[src/rtl/instr_mem_loadable_pkg.sv]
// Shared types and constants for the miniMips instruction memory.
package minimips_pkg;

  // Sequencer states: array fill, normal fetch, in-system program load.
  typedef enum logic [1:0] {
    IM_CLEAR = 2'd0,
    IM_RUN   = 2'd1,
    IM_LOAD  = 2'd2
  } im_state_t;

  // Default geometry of the instruction store.
  localparam int IM_AW_DEFAULT = 8;
  localparam int IM_DW_DEFAULT = 9;

  // Fill instruction, also presented on fetch whenever the array is not valid.
  localparam logic [IM_DW_DEFAULT-1:0] NO_OP_INSTR = 9'b101100100;

  // Number of entries for a given address width.
  function automatic int im_depth(input int aw);
    return 1 << aw;
  endfunction

endpackage

[src/rtl/instr_mem_loadable_if.sv]
// Fetch port plus program-load stream of the instruction memory.
// master = fetch stage / boot loader side, slave = the memory.
interface instr_mem_loadable_if #(
  parameter int AW = 8,
  parameter int DW = 9
);
  // Fetch side
  logic [AW-1:0] pc;
  logic [DW-1:0] instr;
  logic          mem_ready;
  // Control
  logic          clear_req;
  logic          load_start;
  // Load stream
  logic          load_valid;
  logic [DW-1:0] load_data;
  logic          load_last;
  logic          load_ready;
  // Load status
  logic          load_done;
  logic [AW:0]   load_count;
  logic          load_ovf;

  modport master (
    output pc, clear_req, load_start, load_valid, load_data, load_last,
    input  instr, mem_ready, load_ready, load_done, load_count, load_ovf
  );

  modport slave (
    input  pc, clear_req, load_start, load_valid, load_data, load_last,
    output instr, mem_ready, load_ready, load_done, load_count, load_ovf
  );
endinterface

[src/rtl/instr_mem_loadable_imem_array.sv]
// DEPTH x DW storage with one synchronous write port and one combinational
// read port, kept separate so it can later be mapped onto block RAM.
module imem_array #(
  parameter int AW = 8,
  parameter int DW = 9
) (
  input  logic          clk,
  input  logic          we_i,
  input  logic [AW-1:0] waddr_i,
  input  logic [DW-1:0] wdata_i,
  input  logic [AW-1:0] raddr_i,
  output logic [DW-1:0] rdata_o
);

  logic [DW-1:0] core_q [2**AW];

  // Single write port.
  // NOTE: the array has no reset on purpose; a reset on every entry would block
  // RAM inference, and the clear sequencer in the parent rewrites every word anyway.
  always_ff @(posedge clk) begin
    if (we_i) begin
      core_q[waddr_i] <= wdata_i;
    end
  end

  assign rdata_o = core_q[raddr_i];

endmodule

[src/rtl/instr_mem_loadable.sv]
// Loadable instruction memory for the miniMips core: combinational fetch,
// NO_OP clear sequencer after reset / on request, and an auto-incrementing
// valid/ready program-load port.
module instr_mem_loadable
  import minimips_pkg::*;
#(
  parameter int            AW    = IM_AW_DEFAULT,
  parameter int            DW    = IM_DW_DEFAULT,
  parameter logic [DW-1:0] NO_OP = DW'(NO_OP_INSTR)
) (
  input  logic                 clk,
  input  logic                 rst_n,
  instr_mem_loadable_if.slave  bus
);

  localparam int            DEPTH     = im_depth(AW);
  localparam logic [AW-1:0] LAST_ADDR = AW'(DEPTH - 1);

  im_state_t     state_q,      state_d;
  logic [AW-1:0] clr_addr_q,   clr_addr_d;
  logic [AW-1:0] wr_addr_q,    wr_addr_d;
  logic [AW:0]   load_count_q, load_count_d;
  logic          load_ovf_q,   load_ovf_d;
  logic          load_done_q,  load_done_d;

  logic          we;
  logic [AW-1:0] waddr;
  logic [DW-1:0] wdata;
  logic [DW-1:0] rdata;

  // State and counter registers; the array itself is never reset.
  // NOTE: non-blocking assignments here so every register samples the
  // pre-edge value of the others, independent of statement order.
  always_ff @(posedge clk or negedge rst_n) begin
    if (!rst_n) begin
      state_q      <= IM_CLEAR;
      clr_addr_q   <= '0;
      wr_addr_q    <= '0;
      load_count_q <= '0;
      load_ovf_q   <= 1'b0;
      load_done_q  <= 1'b0;
    end else begin
      state_q      <= state_d;
      clr_addr_q   <= clr_addr_d;
      wr_addr_q    <= wr_addr_d;
      load_count_q <= load_count_d;
      load_ovf_q   <= load_ovf_d;
      load_done_q  <= load_done_d;
    end
  end

  // Next-state logic and the single write port mux (CLEAR and LOAD never overlap).
  // NOTE: every output of this block is given a default first, so no path
  // through the case statement can leave one unassigned and infer a latch.
  always_comb begin
    state_d      = state_q;
    clr_addr_d   = clr_addr_q;
    wr_addr_d    = wr_addr_q;
    load_count_d = load_count_q;
    load_ovf_d   = load_ovf_q;
    load_done_d  = 1'b0;
    we           = 1'b0;
    waddr        = clr_addr_q;
    wdata        = NO_OP;

    unique case (state_q)
      IM_CLEAR: begin
        // One NO_OP per cycle; clr_addr wraps back to 0 on the final word.
        we         = 1'b1;
        waddr      = clr_addr_q;
        wdata      = NO_OP;
        clr_addr_d = clr_addr_q + AW'(1);
        if (clr_addr_q == LAST_ADDR) begin
          state_d = IM_RUN;
        end
      end

      IM_RUN: begin
        if (bus.clear_req) begin
          state_d    = IM_CLEAR;
          clr_addr_d = '0;
          load_ovf_d = 1'b0;
        end else if (bus.load_start) begin
          state_d    = IM_LOAD;
          wr_addr_d  = '0;
          load_ovf_d = 1'b0;
        end
      end

      IM_LOAD: begin
        if (bus.clear_req) begin
          // Abort: no load_done, the whole array is refilled.
          state_d    = IM_CLEAR;
          clr_addr_d = '0;
          load_ovf_d = 1'b0;
        end else if (bus.load_start) begin
          // Restart the program at address 0; a beat in this cycle is dropped.
          wr_addr_d = '0;
        end else if (bus.load_valid) begin
          we    = 1'b1;
          waddr = wr_addr_q;
          wdata = bus.load_data;
          if (bus.load_last || (wr_addr_q == LAST_ADDR)) begin
            // Final word, or array full: leave without wrapping wr_addr.
            state_d      = IM_RUN;
            load_count_d = {1'b0, wr_addr_q} + {{AW{1'b0}}, 1'b1};
            load_ovf_d   = !bus.load_last;
            load_done_d  = 1'b1;
          end else begin
            wr_addr_d = wr_addr_q + AW'(1);
          end
        end
      end

      default: begin
        state_d = IM_CLEAR;
      end
    endcase
  end

  imem_array #(
    .AW (AW),
    .DW (DW)
  ) u_array (
    .clk     (clk),
    .we_i    (we),
    .waddr_i (waddr),
    .wdata_i (wdata),
    .raddr_i (bus.pc),
    .rdata_o (rdata)
  );

  // Outside RUN the core only ever sees NO_OP, whatever pc is.
  assign bus.mem_ready  = (state_q == IM_RUN);
  assign bus.instr      = bus.mem_ready ? rdata : NO_OP;
  assign bus.load_ready = (state_q == IM_LOAD);
  assign bus.load_done  = load_done_q;
  assign bus.load_count = load_count_q;
  assign bus.load_ovf   = load_ovf_q;

endmodule
[src/flat_wrapper.sv]
// flat-port wrapper written by rule: the top's interface ports become plain ports
module instr_mem_loadable_flat import minimips_pkg::*;
#(
  parameter int            AW    = IM_AW_DEFAULT,
  parameter int            DW    = IM_DW_DEFAULT,
  parameter logic [DW-1:0] NO_OP = DW'(NO_OP_INSTR)
)
  (clk, rst_n, bus_pc, bus_clear_req, bus_load_start, bus_load_valid, bus_load_data, bus_load_last, bus_instr, bus_mem_ready, bus_load_ready, bus_load_done, bus_load_count, bus_load_ovf);
  instr_mem_loadable_if #(.AW(AW), .DW(DW)) bus_i ();
  input  logic clk;
  input  logic rst_n;
  input wire logic [$bits(bus_i.pc)-1:0] bus_pc;
  input wire logic [$bits(bus_i.clear_req)-1:0] bus_clear_req;
  input wire logic [$bits(bus_i.load_start)-1:0] bus_load_start;
  input wire logic [$bits(bus_i.load_valid)-1:0] bus_load_valid;
  input wire logic [$bits(bus_i.load_data)-1:0] bus_load_data;
  input wire logic [$bits(bus_i.load_last)-1:0] bus_load_last;
  output wire logic [$bits(bus_i.instr)-1:0] bus_instr;
  output wire logic [$bits(bus_i.mem_ready)-1:0] bus_mem_ready;
  output wire logic [$bits(bus_i.load_ready)-1:0] bus_load_ready;
  output wire logic [$bits(bus_i.load_done)-1:0] bus_load_done;
  output wire logic [$bits(bus_i.load_count)-1:0] bus_load_count;
  output wire logic [$bits(bus_i.load_ovf)-1:0] bus_load_ovf;
  assign bus_i.pc = bus_pc;
  assign bus_i.clear_req = bus_clear_req;
  assign bus_i.load_start = bus_load_start;
  assign bus_i.load_valid = bus_load_valid;
  assign bus_i.load_data = bus_load_data;
  assign bus_i.load_last = bus_load_last;
  assign bus_instr = bus_i.instr;
  assign bus_mem_ready = bus_i.mem_ready;
  assign bus_load_ready = bus_i.load_ready;
  assign bus_load_done = bus_i.load_done;
  assign bus_load_count = bus_i.load_count;
  assign bus_load_ovf = bus_i.load_ovf;
  instr_mem_loadable #(.AW(AW), .DW(DW), .NO_OP(NO_OP)) u_core (.clk(clk), .rst_n(rst_n), .bus(bus_i));
endmodule
[config.mk]
export PLATFORM = sky130hd
export DESIGN_NAME = instr_mem_loadable_flat
export DESIGN_NICKNAME = d
export VERILOG_FILES = /design/src/rtl/instr_mem_loadable_pkg.sv /design/src/rtl/instr_mem_loadable_if.sv /design/src/rtl/instr_mem_loadable_imem_array.sv /design/src/rtl/instr_mem_loadable.sv /design/src/flat_wrapper.sv
export SDC_FILE = /design/constraint.sdc
export NUM_CORES = 2
export LEC_CHECK = 0
export ABC_AREA = 1
export CAP_MARGIN = 15
export CORE_ASPECT_RATIO = 2
export CORE_MARGIN = 8
export CORE_UTILIZATION = 40
export DETAILED_ROUTE_END_ITERATION = 7
export GPL_ROUTABILITY_DRIVEN = 0
export PLACE_DENSITY_LB_ADDON = 0.05
export SYNTH_ARGS = -nofsm -noshare
export SYNTH_HDL_FRONTEND = slang
export SYNTH_SLANG_ARGS = --single-unit
export TNS_END_PERCENT = 30
[constraint.sdc]
create_clock -name clk -period 19.9 [get_ports clk]
set_clock_uncertainty 0.2 [all_clocks]
set_input_delay 3.98 -clock clk [delete_from_list [all_inputs] [get_ports clk]]
set_output_delay 3.98 -clock clk [all_outputs]
set_load 0.005 [all_outputs]
# --- Word-level counts from Yosys, hierarchy flattened ---
# Memory sizes are Yosys's and may differ from the RTL's.
# Cells that the tools add are included.
# W data, S select, Z words.
classes:
  addsub: 3
  eq_ne: 15
  n_mux: 44
  n_bitwise: 2
  n_reduce_logical: 11
op_table:
  columns: ["operator", "count"]
  rows:
  - ["$mux W8", 11]
  - ["$mux W9", 5]
  - ["$pmux W8 S2", 2]
  - ["$add A8 B1 Y8 const B", 2]
  - ["$eq A8 B8 Y1 const B", 2]
  - ["$mux W1", 16]
  - ["$ne A3 B3 Y1 const B", 5]
  - ["$reduce_and A5 Y1", 3]
  - ["$mux W2", 7]
  - ["$add A8 B1 Y9 const B", 1]
  - ["$ne A2 B2 Y1 const B", 3]
  - ["$pmux W2 S3", 1]
  - ["$reduce_and A6 Y1", 1]
  - ["$ne A2 B1 Y1 const B", 2]
  - ["$pmux W1 S2", 2]
  - ["$reduce_bool A2 Y1", 2]
  - ["$ne A3 B2 Y1 const B", 1]
  - ["$eq A2 B1 Y1 const B", 1]
  - ["$eq A2 B2 Y1 const B", 1]
  - ["$logic_not A2 Y1", 1]
  - ["$not A1 Y1", 2]
  - ["$reduce_and A2 Y1", 1]
  - ["$reduce_or A2 Y1", 1]
  - ["$logic_not A1 Y1", 1]
  - ["$logic_or A1 B1 Y1", 1]
word_totals:
  reg_bits: 29
  mem_bits_rw: 2304
  inputBits: 23
  out_inout_bits: 22
  memories: 1
memory_table:
  columns: ["name", "depth", "word_bits", "rd", "rd_clocked_by_memory_dff", "write_ports", "line_no", "source"]
  rows:
  - ["u_core.u_array.core_q", 256, 9, 1, 0, 1, "instr_mem_loadable_imem_array.sv:15", "logic [DW-1:0] core_q [2**AW];"]

# --- Logic depth before layout (Yosys ltp) ---
depth:
  depth_word: 7
  mapped_depth: 15
  ltp_nobuf: 13

# --- Cells and area by module ---
# Synthesis repeated with hierarchy kept, for this count alone.
hier_totals:
  cells_unflattened: 8075
  area_unflattened_um2: 95165.0
modules_own_cells:
  columns: ["module", "instances", "cells_each", "area_each_um2", "seq_area_each_um2"]
  rows:
  - ["imem_array", 1, 7817, 93339.5, 69186.4]
  - ["instr_mem_loadable", 1, 258, 1825.5, 725.7]

# --- Worst setup path after synthesis ---
# OpenSTA, ideal clock, no wires.
synth_timing:
  kind: "in2reg"
  startpoint: "in bus_load_valid"
  endpoint: "mem u_core.u_array.core_q[0][0], data pin"
  setup_time_ns: 1.392
  arrival_time_ns: 10.474
  required_time_ns: 18.308
  setup_slack_ns: 7.834
  path_stages: 6
  cell_sequence: "inv_1 > nor2_2 > nand2_4 > buf_6 > clkbuf_1 > nor2_1"
synth_between:
  elab_chain_len: 4
synth_lines:
  columns: ["item", "line_no", "source"]
  rows:
  - ["start, declared", "flat_wrapper.sv:15", "input wire logic [$bits(bus_i.load_valid)-1:0] bus_load_valid;"]
  - ["$mux W9", "instr_mem_loadable.sv:99", "end else if (bus.load_valid) begin"]
  - ["$mux W9", "instr_mem_loadable.sv:96", "end else if (bus.load_start) begin"]
  - ["$mux W9", "instr_mem_loadable.sv:91", "if (bus.clear_req) begin"]
  - ["$mux W9", "instr_mem_loadable.sv:66", "unique case (state_q)"]
  - ["net u_core.u_array.wdata_i[0]", "instr_mem_loadable_imem_array.sv:10", "input logic [DW-1:0] wdata_i,"]
  - ["end, declared", "instr_mem_loadable_imem_array.sv:15", null]
# The timed path passes the listed nets, and every way through them passes these cells.

# --- Worst setup path after layout ---
layout_timing:
  startpoint: "in bus_pc[0]"
  endpoint: "out bus_instr[7]"
layout_between:
  elab_chain_len: 2
layout_lines:
  columns: ["item", "line_no", "source"]
  rows:
  - ["start, declared", "flat_wrapper.sv:12", "input wire logic [$bits(bus_i.pc)-1:0] bus_pc;"]
  - ["$mem_v2 Z256 W9", null, null]
  - ["$mux W9", "instr_mem_loadable.sv:135", "assign bus.instr = bus.mem_ready ? rdata : NO_OP;"]
  - ["end, declared", "flat_wrapper.sv:18", "output wire logic [$bits(bus_i.instr)-1:0] bus_instr;"]
# No other way between the ends.

==> results.txt <==
Depth of the worst register-to-register path = 9
Post-synthesis async set-or-reset flop share = 0.01243
Reg-to-reg endpoint = u_core.u_array.core_q[124][5]
Final Setup Violations = 0
Fillers = 21950
Most used DFF post-synth = edfxtp_1
Number of antenna-violating nets in the routed design = 0
RSZ-0062 raised after global routing = false
First-pass GRT wire length = 423300 um
Portion of the clock cycle consumed by the worst path in the final layout = 0.6661
Yosys warning total = 0
Number of top-level pins = 45
M1 wire length = 127600 um
CP max FO = 166
Vertical die dimension = 705.2 um
Worst Max-Slew Pin Slew = 1228 ps
Number of levels the H-tree was split into = 4
Result of the run = complete, no violations
Clock edge transition at the registers on the reported setup and hold paths = 60 ps
Largest net degree at the start of global routing = 175
Final-report hold violation count = 0
Max-cap violation count = 0
Max-slew violations = 0
CTS Sinks = 2333
Number of different library cells in the post-synthesis netlist = 36
Remaining design rule violation count = 0
Final Routed Wirelength = 292100 um
Startpoint of the most critical register-to-register path = u_core.state_q[0]
Critical Path AT = 9080 ps
Cell area after synthesis = 94990 um^2
Met2 Routed Length = 141800 um
Vias post-DR = 60200
Synth Instances = 8033
PnR worst setup slack = 6644 ps
Kind of end point of the critical path = output pin
Top sig layer = met5
Share of post-route cells with drive strength above 1 = 0.05906
Total CTS buffers = 218
DR iter-0 viols = 5164
Achievable Freq = 75.44 MHz
Layout overhead on the synthesized area = 10.27%
Reg-to-reg setup timing slack = 14990 ps
Worst max-slew margin expressed relative to the limit = 0.1783
Launch point of the critical path = bus_pc[0]
Via count of the first global-routing pass = 57750
CTS tree = done
Met3 wire length = 14000 um
Required time worst endpoint = 15720 ps
Startpoint of the lowest-slack hold path = u_core.bus.load_count[2]
DR pass1 iterations = 8
Detail Placement HPWL = 158500 um
Min-Delay Endpoint = u_core.bus.load_count[2]
CTS resizes = 0
GRT Resource Usage Total = 0.2225
Sequential-to-total area share from yosys stat = 0.7360
Hold Crit Class = reg2reg
Area of the core = 236800 um^2
Die X = 360.6 um
I/O Buffers = 44
Cell count of the worst hold path = 2
Worst voltage drop across the vdd grid = 0.08296 mV
Routed wire per std cell = 26.30 um
Detail-routed via count per cell = 5.420
Hold-fix buffers, CTS = 0
PD cells = 99.95 nW/um^2
Worst slack at placement = 6655 ps
Initial core utilization = 0.4012
Root buffer cell = clkbuf_16
Final min period = 13260 ps
Num rows = 253
Number of enable flip-flop cells after synthesis = 2304
Buffers inserted by post-CTS timing repair = 0
Net count after synthesis = 8062
Startpoint-to-endpoint class of the critical path = in2out
Clock Tree Buf Depth = 4
Nets = 7899
Total Die Area = 254300 um^2
TNS Setup = 0 ps
Cell leakage power = 36.32 nW
Worst setup SP type = input pin
Mean instance size in the synthesized netlist = 11.83 um^2
Number of antenna violations at the first check in global routing = 6
Later-pin clock latency in the skew report = 850 ps
Congestion Overflow GR = 0
Flip-flop and latch count after synthesis = 2333
through the flow:
| stage | utilization | hold WS, ps | power [mW] | instance area [um^2] | instances |
|---|---|---|---|---|---|
| after floorplan | - | 246.4 | 6.028 | 94990 | 8033 |
| after global placement | 0.4134 | 268.2 | 6.435 | 97880 | 10710 |
| after detailed placement | 0.4135 | 273.5 | 6.435 | 97910 | 10710 |
| after CTS | 0.4423 | 290.0 | 10.57 | 104700 | 11100 |
| after global routing | 0.4424 | 304.1 | 10.78 | 104700 | 11100 |
| final | 0.4424 | 281.8 | 10.47 | 104800 | 11110 |
per-layer routing:
layer,up-vias,track usage
met3,381,0.02580
met1,30090,0.3081
li1,28110,-
met5,-,0
met4,2,0.06594
met2,1607,0.3700
how the worst max path moves through the flow:
| stage | end | slack, ps |
|---|---|---|
| floorplan | u_core.u_array.core_q[0][0] | 7830 |
| global placement | bus_instr[0] | 6580 |
| detailed placement | bus_instr[6] | 6650 |
| CTS | bus_instr[6] | 6640 |
| global route | bus_instr[7] | 6300 |
| finish | bus_instr[7] | 6640 |
synthesized netlist by cell type, types with 9 or more instances:
| library cell | number | area, um^2 |
|---|---|---|
| clkbuf_1 | 131 | 491.7 |
| buf_1 | 64 | 240.2 |
| buf_4 | 25 | 187.7 |
| o21ai_0 | 46 | 230.2 |
| inv_1 | 59 | 221.5 |
| o22ai_1 | 10 | 62.56 |
| edfxtp_1 | 2304 | 69190 |
| inv_2 | 9 | 33.78 |
| nand2_1 | 2388 | 8964 |
| nand3_1 | 2223 | 11130 |
| nor2_1 | 346 | 1299 |
| buf_2 | 319 | 1597 |
| a21oi_1 | 13 | 65.06 |
| nand2_2 | 12 | 75.07 |
| dfrtp_1 | 29 | 725.7 |
report_power, final:
group | switching [mW] | total [mW] | internal (mW)
combinational | 0.675 | 0.868 | 0.193
clock | 1.84 | 4.15 | 2.31
sequential | 0.0210 | 5.45 | 5.43
total | 2.54 | 10.5 | 7.93
state kept, by name, summed over array words and instances (netlist names):
register	flops
u_core.u_array.core_q	2304
u_core.bus.load_count	9
u_core.clr_addr_q	8
u_core.wr_addr_q	8
u_core.state_q	2
u_core.bus.load_done	1
u_core.bus.load_ovf	1
final cells by class:
type / count / area [um^2] / share of cell area
sequential: 2333 / 69910 / 0.6674
timing repair buffer: 157 / 1489 / 0.01421
antenna: 4 / 10.01 / 0.00009556
clock buffer: 277 / 5741 / 0.05480
inverter: 72 / 307.8 / 0.002938
clock inverter: 115 / 1085 / 0.01036
tap: 3060 / 3829 / 0.03655
multi-input combinational: 5088 / 22380 / 0.2136
cells in the final DEF, fill, tap and decap left out, types with 6 or more instances in the layout:
cell             Yosys  routed
bufinv_16            0      22
nand3_1           2223    2223
buf_12               0      15
clkbuf_16            0     221
o22ai_1             10      10
nor2_1             346     337
clkinv_1             3      52
nand2_1           2388    2372
clkinv_2             0      37
buf_4               25      98
edfxtp_1          2304    2304
clkdlybuf4s50_1      0      38
o21ai_0             46      46
nor2_4               6      11
ha_1                 6       6
clkbuf_1           131      56
inv_1               59      59
inv_2                9       6
nor2_2               3       7
dfrtp_1             29      29
a21oi_1             13      13
nand2_2             12      28
o31ai_1              8       8
logic make-up (layout without fill, tap and decap cells):
family                     after synthesis  in the layout  synth area share
xor gates and xnor gates                 6              6         0.0005532
adders and majority gates                6              6         0.0007903
and+or+nand+nor                       4992           4992            0.2280
other                                    0              4                 0
DFF                                   2333           2333            0.7360
AOI/OAI and AO/OA                       84             84          0.005216
buffers and inverters                  612            621           0.02948
critical path, stage by stage:
cell             delay (ps)
buf_8                   270
inv_16                  540
buf_4                   600
buf_4                   600
buf_4                   710
nand2_1                 100
nand3_1                 110
nand3_1                 130
nand3_1                 160
nand3_1                 170
nand3_1                 190
nand3_1                 110
nand2_1                  90
nor2_1                  120
nor2_1                  400
clkdlybuf4s50_1         610
No activity file was read; power rests on OpenSTA's default activity.
